--- config.mk ---
export PLATFORM = sky130hd
export DESIGN_NAME = video_reset_seq
export DESIGN_NICKNAME = d
export VERILOG_FILES = /design/src/rtl/video_reset_pkg.sv /design/src/rtl/sync_2ff.sv /design/src/rtl/video_reset_seq.sv
export SDC_FILE = /design/constraint.sdc
export NUM_CORES = 1
export LEC_CHECK = 0
export CORE_UTILIZATION = 35
export CTS_BUF_LIST = sky130_fd_sc_hd__clkbuf_4
export CTS_CLUSTER_SIZE = 28
export DETAILED_ROUTE_END_ITERATION = 12
export SLEW_MARGIN = 15
export SYNTH_ARGS = -nofsm -noshare
export SYNTH_HDL_FRONTEND = slang
export SYNTH_SLANG_ARGS = --single-unit
--- constraint.sdc ---
create_clock -name clk -period 6.1 [get_ports clk]
set_input_delay 0.915 -clock clk [delete_from_list [all_inputs] [get_ports clk]]
set_output_delay 0.915 -clock clk [all_outputs]
set_load 0.02 [all_outputs]
--- src/rtl/video_reset_pkg.sv ---
// Shared state encoding and default timing for the video clock-tree reset sequencer.
package video_reset_pkg;

  localparam logic [1:0] ST_RESET     = 2'd0;
  localparam logic [1:0] ST_WAIT_LOCK = 2'd1;
  localparam logic [1:0] ST_STABLE    = 2'd2;
  localparam logic [1:0] ST_RUN       = 2'd3;

  localparam int unsigned DEF_RST_PULSE_CYCLES    = 16;
  localparam int unsigned DEF_LOCK_TIMEOUT_CYCLES = 250000;
  localparam int unsigned DEF_STABLE_CYCLES       = 1024;

  // Largest of three timing parameters, used to size the shared counter.
  function automatic int unsigned max3(input int unsigned a, input int unsigned b,
                                       input int unsigned c);
    int unsigned m;
    m = (a > b) ? a : b;
    return (m > c) ? m : c;
  endfunction

endpackage

--- src/rtl/sync_2ff.sv ---
// Single-bit two-flop synchronizer, reset to 0.
module sync_2ff (
  input  logic clk,
  input  logic rst_n,
  input  logic d,
  output logic q
);

  logic meta;

  always_ff @(posedge clk or negedge rst_n) begin
    if (!rst_n) begin
      meta <= 1'b0;
      q    <= 1'b0;
    end else begin
      meta <= d;
      q    <= meta;
    end
  end

endmodule

--- src/rtl/video_reset_seq.sv ---
// Video PLL reset/lock sequencer: pulses PLL reset, waits for stable lock,
// then releases the video-domain reset; re-arms on lock loss or timeout.
module video_reset_seq
  import video_reset_pkg::*;
#(
  parameter int unsigned RST_PULSE_CYCLES    = DEF_RST_PULSE_CYCLES,
  parameter int unsigned LOCK_TIMEOUT_CYCLES = DEF_LOCK_TIMEOUT_CYCLES,
  parameter int unsigned STABLE_CYCLES       = DEF_STABLE_CYCLES
) (
  input  logic       clk,
  input  logic       rst_n,
  input  logic       pll_locked,
  output logic       pll_rst,
  output logic       video_rst_n,
  output logic       ready,
  output logic [7:0] relock_count,
  output logic [7:0] timeout_count,
  output logic [1:0] state
);

  localparam int unsigned CW =
    $clog2(max3(RST_PULSE_CYCLES, LOCK_TIMEOUT_CYCLES, STABLE_CYCLES)) + 1;

  logic          lock_s;
  logic [1:0]    state_nxt;
  logic [CW-1:0] cnt;
  logic          pulse_done;
  logic          lock_timeout;
  logic          stable_done;

  sync_2ff u_lock_sync (
    .clk   (clk),
    .rst_n (rst_n),
    .d     (pll_locked),
    .q     (lock_s)
  );

  assign pulse_done   = (cnt == CW'(RST_PULSE_CYCLES - 32'd1));
  assign lock_timeout = (cnt == CW'(LOCK_TIMEOUT_CYCLES - 32'd1));
  assign stable_done  = (cnt == CW'(STABLE_CYCLES - 32'd1));

  // Next-state logic; a lock change always wins over a counter expiry.
  always_comb begin
    state_nxt = state;
    case (state)
      ST_RESET:     if (pulse_done) state_nxt = ST_WAIT_LOCK;
      ST_WAIT_LOCK: begin
        if (lock_s)            state_nxt = ST_STABLE;
        else if (lock_timeout) state_nxt = ST_RESET;
      end
      ST_STABLE: begin
        if (!lock_s)          state_nxt = ST_WAIT_LOCK;
        else if (stable_done) state_nxt = ST_RUN;
      end
      ST_RUN:       if (!lock_s) state_nxt = ST_WAIT_LOCK;
      default:      state_nxt = ST_RESET;
    endcase
  end

  always_ff @(posedge clk or negedge rst_n) begin
    if (!rst_n) state <= ST_RESET;
    else        state <= state_nxt;
  end

  // Shared counter restarts on every state change; outputs decode the next state.
  always_ff @(posedge clk or negedge rst_n) begin
    if (!rst_n) begin
      cnt           <= '0;
      pll_rst       <= 1'b1;
      video_rst_n   <= 1'b0;
      ready         <= 1'b0;
      relock_count  <= 8'd0;
      timeout_count <= 8'd0;
    end else begin
      if (state_nxt != state || state == ST_RUN) cnt <= '0;
      else                                       cnt <= cnt + CW'(1);
      pll_rst     <= (state_nxt == ST_RESET);
      video_rst_n <= (state_nxt == ST_RUN);
      ready       <= (state_nxt == ST_RUN);
      if (state == ST_WAIT_LOCK && !lock_s && lock_timeout && timeout_count != 8'hFF)
        timeout_count <= timeout_count + 8'd1;
      if (state == ST_RUN && !lock_s && relock_count != 8'hFF)
        relock_count <= relock_count + 8'd1;
    end
  end

endmodule

==> results.yml, run 1 <==
routing:
  drc: 0
  drt_pass1_iterations: 4
  vias: 1556
  ant_nets: 0
  wl_per_cell_um: 13.8
  drt_iter0_drc: 77
  finalWirelength_um: 3970
  routed_via_density: 5.42
synthesis:
  synthCells: 191
  synthArstFlopShare_pct: 100
  synth_edf_count: 0
  avgSynthCellArea_um2: 10.7
  synth.distinct_cells: 37
  ys_warn_count: 0
  ys_ff_latch: 41
  ys.flop_type: "dfrtp_1"
  synth_fp_nets: 197
  synth_area_um2: 2040
  yosysSeqAreaShare_pct: 50.3
sta:
  setup_viol: 0
  fin_worst_skew_ns: 0.00985
  rsz0062_at_grt: "false"
  maxClockFrequency_mhz: 393
  fin_crit_sh_pct: 41.7
  hold_viol: 0
  tns_ns: 0
  relSlewSlack_pct: 40.1
  slew_viol_final: 0
  worst_pin_slew_ns: 0.898
  layout_min_cycle_time_ns: 2.54
floorplanning:
  die_h_um: 78.4
  boundaryPins: 24
  rows: 27
  initial_core_util_pct: 36.6
  die_w_um: 78.4
  core_region_area_um2: 5570
  fp.dieArea_um2: 6140
clock_network:
  clockBufferDepth: 2
  clk_pin_slew_ns: 0.12
  htree_levels: 2
  tritoncts: "done"
  cts_buffers: 5
  cts_root_buf: "clkbuf_4"
  cts_setup_buffers: 0
  post_cts_resize_count: 0
  clock_sinks: 41
  clk_latency_ns: 0.34
  cts_hold_buf: 0
power:
  total_power_w: 0.000652
  p_per_area_nw_per_um2: 272
  p_leak_nw: 0.958
  vdd_drop_max_mv: 0.0991
grt:
  grt_pass1_vias: 1481
  track_usage_pct: 14.5
  use_met2_pct: 22.9
  grt_use_met3_pct: 4.19
  antenna_found_initial: 0
  grt.overflow.total: 0
  grt_max_degree: 42
  grt_pass1_wl_um: 7050
  gr-usage-met1_pct: 19.6
  busiest_layer: "met2"
critical_path:
  crit_path_top_delay_cell: "a211o_1"
  worstSetupStartpoint: "cnt[0]$_DFF_PN0_"
  cp.depth: 5
  arrival_ns: 2.73
  crit_end: "cnt[16]$_DFF_PN0_"
  crit_chain: "ha_1, nand3_1, nor4_4, a211o_1, a32oi_1"
  slowest_delay_ns: 0.63
  criticalPathCategory: "flip-flop to flip-flop"
  r2r-start: "cnt[0]$_DFF_PN0_"
  cpLargestDelayFamily: "simple AND/OR/NAND/NOR gates"
  crit_fanout: 19
  end_kind: "flip-flop"
  worst_setup_path_start_kind: "flip-flop"
  r2r_end: "cnt[16]$_DFF_PN0_"
  worstPathRequired_ns: 6.29
  reg2reg_slack_ns: 3.56
  worstRegToRegCells: 5
  path_buf_inv: 0
cells_and_area:
  layoutNonFillerInstCount: 287
  area_growth_pct: 17.2
  layout-drive-gt1-share_pct: 6.98
  post-route-util_pct: 42.9
  layout_common_cells: "dfrtp_1, clkdlybuf4s50_1, xnor2_1"
  layout.nets: 220
  mostFrequentLayoutCell: "dfrtp_1"
  antenna_cells: 0
run_status:
  status: "completed"
placement:
  place_inst: 279
  io_buffers: 23
  routabilityCongestion: 0.756
  post-dp-hpwl_um: 2660
flow_run:
  cap_violations: 0
hold_path:
  hp-class: "flip-flop to flip-flop"
cell type report:
class                   count  area [um^2]
clock buffers               6         45.0
repair buffers             23          225
flip-flops and latches     41         1030
clock inverters             2         33.8
multi-input cells         138          953
inverters                   5         18.8
well taps                  72         90.1
fillers                   553         3180
registers in the layout (all words and copies together) (netlist names):
register,count
cnt,19
relock_count,8
timeout_count,8
state,2
pll_rst,1
ready,1
u_lock_sync.meta,1
u_lock_sync.q,1
where the power goes:
part / leakage (nW) / switching (W) / internal, W
Sequential: 0.554 / 0.0000317 / 0.000299
Combinational: 0.361 / 0.0000833 / 0.0000604
Clock: 0.0433 / 0.0000872 / 0.0000899
Total: 0.958 / 0.000202 / 0.000450
synth_stat cells (all sizes together) (2+ instances only):
cell type  instances  area [um^2]
dfrtp             40         1000
xnor2             17          149
a31oi             15         93.8
nand4             12         75.1
nand2             10         37.5
nand3             10         50.1
xor2               9         78.8
nor2               7         26.3
and3               6         37.5
nor3               6         30.0
nor4               6         52.6
o21ai              6         41.3
or4                6         52.6
inv                5         18.8
a32oi              4         35.0
buf                4         31.3
or3                4         25.0
clkbuf             3         11.3
ha                 3         37.5
nor2b              3         18.8
a211o              2         17.5
a21oi              2         10.0
mux2               2         22.5
cells by family (layout without fill, tap and decap cells):
kind of cell / after synthesis / count (layout) / synth area share [%]
mux: 2 / 2 / 1.10
simple gates: 73 / 73 / 21.0
fa+ha+maj: 3 / 3 / 1.84
xor+xnor: 26 / 26 / 11.2
flops: 41 / 41 / 50.3
compound gates: 34 / 34 / 11.6
buf+inv: 12 / 36 / 3.00
layer usage:
layer  wire, um  part of all wire, %
met1       2030                   51
met2       1780                   45
met4         28                 0.71
met5          0                    0
met3        131                  3.3
worst min-delay path by stage:
| stage | from | endpoint | cells past startpoint |
|---|---|---|---|
| 6_report | u_lock_sync.meta$_DFF_PN0_ | u_lock_sync.q$_DFF_PN0_ | 0 |
| 5_1_grt | u_lock_sync.meta$_DFF_PN0_ | u_lock_sync.q$_DFF_PN0_ | 0 |
| 4_1_cts | u_lock_sync.meta$_DFF_PN0_ | u_lock_sync.q$_DFF_PN0_ | 0 |
| 3_5_place_dp | u_lock_sync.meta$_DFF_PN0_ | u_lock_sync.q$_DFF_PN0_ | 0 |
| 3_3_place_gp | u_lock_sync.meta$_DFF_PN0_ | u_lock_sync.q$_DFF_PN0_ | 0 |
| 2_1_floorplan | u_lock_sync.meta$_DFF_PN0_ | u_lock_sync.q$_DFF_PN0_ | 0 |
per-stage QoR:
step | instance area [um^2] | worst slack (ns) | hold slack, ns
2_1_floorplan | 2040 | 3.97 | 0.331
3_3_place_gp | 2310 | 3.65 | 0.336
3_5_place_dp | 2310 | 3.57 | 0.336
4_1_cts | 2390 | 3.55 | 0.366
5_1_grt | 2390 | 3.38 | 0.374
6_report | 2390 | 3.56 | 0.362
(Power assumes the default switching activity.)
==> inputs of run 2 (changes only) <==
- clock period: 6.1 -> 2.5 ns (I/O delays scaled with it)
==> run 2 against run 1 <==
Clock power rose by 97%. Via count rose by 2.9%. Sequential share of layout area fell by 1.0 points. Cell area rose by 2.4%. Critical path depth did not move. Setup slack got worse by 3.2 ns. Power rose by 140%. Die area did not move. Clock skew barely moved. Routed wire length rose by 9.1%. Critical path type unchanged. Largest cell class unchanged.
==> results.yml, run 2 (synthesized netlist as in run 1, its figures left out) <==
run_status:
  status: "completed"
hold_path:
  hp-class: "input pin to async pin"
critical_path:
  worstPathRequired_ns: 2.73
  arrival_ns: 2.37
  end_kind: "flip-flop"
  worst_setup_path_start_kind: "flip-flop"
  crit_fanout: 19
  reg2reg_slack_ns: 0.36
  criticalPathCategory: "flip-flop to flip-flop"
  worstRegToRegCells: 5
sta:
  layout_min_cycle_time_ns: 2.14
  slew_viol_final: 0
  fin_crit_sh_pct: 85.6
  hold_viol: 0
  relSlewSlack_pct: 37.7
  setup_viol: 0
  worst_pin_slew_ns: 0.934
  tns_ns: 0
  rsz0062_at_grt: "false"
  maxClockFrequency_mhz: 467
  fin_worst_skew_ns: 0.00939
clock_network:
  cts_hold_buf: 0
  cts_buffers: 5
  clockBufferDepth: 2
  tritoncts: "done"
  cts_root_buf: "clkbuf_4"
  clk_pin_slew_ns: 0.12
  cts_setup_buffers: 0
  htree_levels: 2
  clk_latency_ns: 0.35
  clock_sinks: 41
  post_cts_resize_count: 0
routing:
  drc: 0
  wl_per_cell_um: 14.6
  routed_via_density: 5.41
  finalWirelength_um: 4330
  ant_nets: 0
  drt_pass1_iterations: 4
  drt_iter0_drc: 68
  vias: 1601
cells_and_area:
  layout-drive-gt1-share_pct: 10.7
  top_register: "cnt"
  fill_cells: 559
  layout_common_cells: "dfrtp_1, clkdlybuf4s50_1, xnor2_1"
  seq_area_um2: 1030
  antenna_cells: 0
  post-route-util_pct: 44.0
  area_growth_pct: 20.0
  layout.nets: 229
  reg_top3: "cnt x19, relock_count x8, timeout_count x8"
  mostFrequentLayoutCell: "dfrtp_1"
  multiInputGateArea_um2: 953
  largest_reg_flops: 19
floorplanning:
  boundaryPins: 24
  initial_core_util_pct: 36.6
  die_h_um: 78.4
  fp.dieArea_um2: 6140
  rows: 27
  die_w_um: 78.4
  core_region_area_um2: 5570
power:
  p_per_area_nw_per_um2: 631
  total_power_w: 0.00155
  vdd_drop_max_mv: 0.312
  p_leak_nw: 0.995
grt:
  grt_pass1_wl_um: 7800
  grt_max_degree: 42
  grt.overflow.total: 0
  antenna_found_initial: 0
  grt_pass1_vias: 1591
  track_usage_pct: 16.2
placement:
  routabilityCongestion: 0.806
  post-dp-hpwl_um: 2890
  io_buffers: 23
flow_run:
  cap_violations: 0
[run 2: where the power goes]
group	internal, W	switching [W]	total, W
registers	0.000730	0.0000776	0.000808
logic	0.000180	0.000212	0.000392
clock network	0.000130	0.000218	0.000348
[run 2: path summary, 6_finish.rpt]
path	from	endpoint
worst max register to register	cnt[10]$_DFF_PN0_	cnt[18]$_DFF_PN0_
worst max-delay path	cnt[10]$_DFF_PN0_	cnt[18]$_DFF_PN0_
worst min-delay path	rst_n	relock_count[2]$_DFFE_PN0P_
min in group clk	u_lock_sync.meta$_DFF_PN0_	u_lock_sync.q$_DFF_PN0_
max in group asynchronous	rst_n	timeout_count[1]$_DFFE_PN0P_
worst min register to register	u_lock_sync.meta$_DFF_PN0_	u_lock_sync.q$_DFF_PN0_
[run 2: through the flow]
| stage | worst slack (ns) | hold slack [ns] | std cells | area, um^2 |
|---|---|---|---|---|
| floorplan | 0.371 | 0.0794 | 191 | 2040 |
| global placement | 0.402 | 0.345 | 288 | 2390 |
| detailed placement | 0.376 | 0.354 | 288 | 2390 |
| CTS | 0.360 | 0.175 | 296 | 2450 |
| global route | 0.279 | 0.213 | 296 | 2450 |
| finish | 0.360 | 0.147 | 296 | 2450 |
[run 2: area by class of cell]
| type | instances | share of cell area, % |
|---|---|---|
| flip-flops and latches | 41 | 41.9 |
| multi-input cells | 138 | 38.9 |
| repair buffers | 32 | 12.5 |
| well taps | 72 | 3.68 |
| clock buffers | 7 | 2.14 |
| inverters | 5 | 0.766 |
| clock inverters | 1 | 0.153 |
[run 2: metal layers]
layer	GRT usage, %	part of all wire [%]	vias up
met1	22.7	49	782
met5	0	0	-
met3	3.84	3.2	7
met2	24.8	46	31
li1	-	-	781
met4	4.44	1.5	0
[run 2: critical path: stages, from the launching register on]
cell and delay, ns:
dfrtp_1 0.45, or4_4 0.58, or4_4 0.53, o21ai_4 0.19, buf_12 0.17, a32oi_1 0.10
==> inputs of run 3 (changes only) <==
- CAP_MARGIN: unset -> 20
==> results of run 3 <==
Final layout, timing and power as in run 2 (identical DEF).
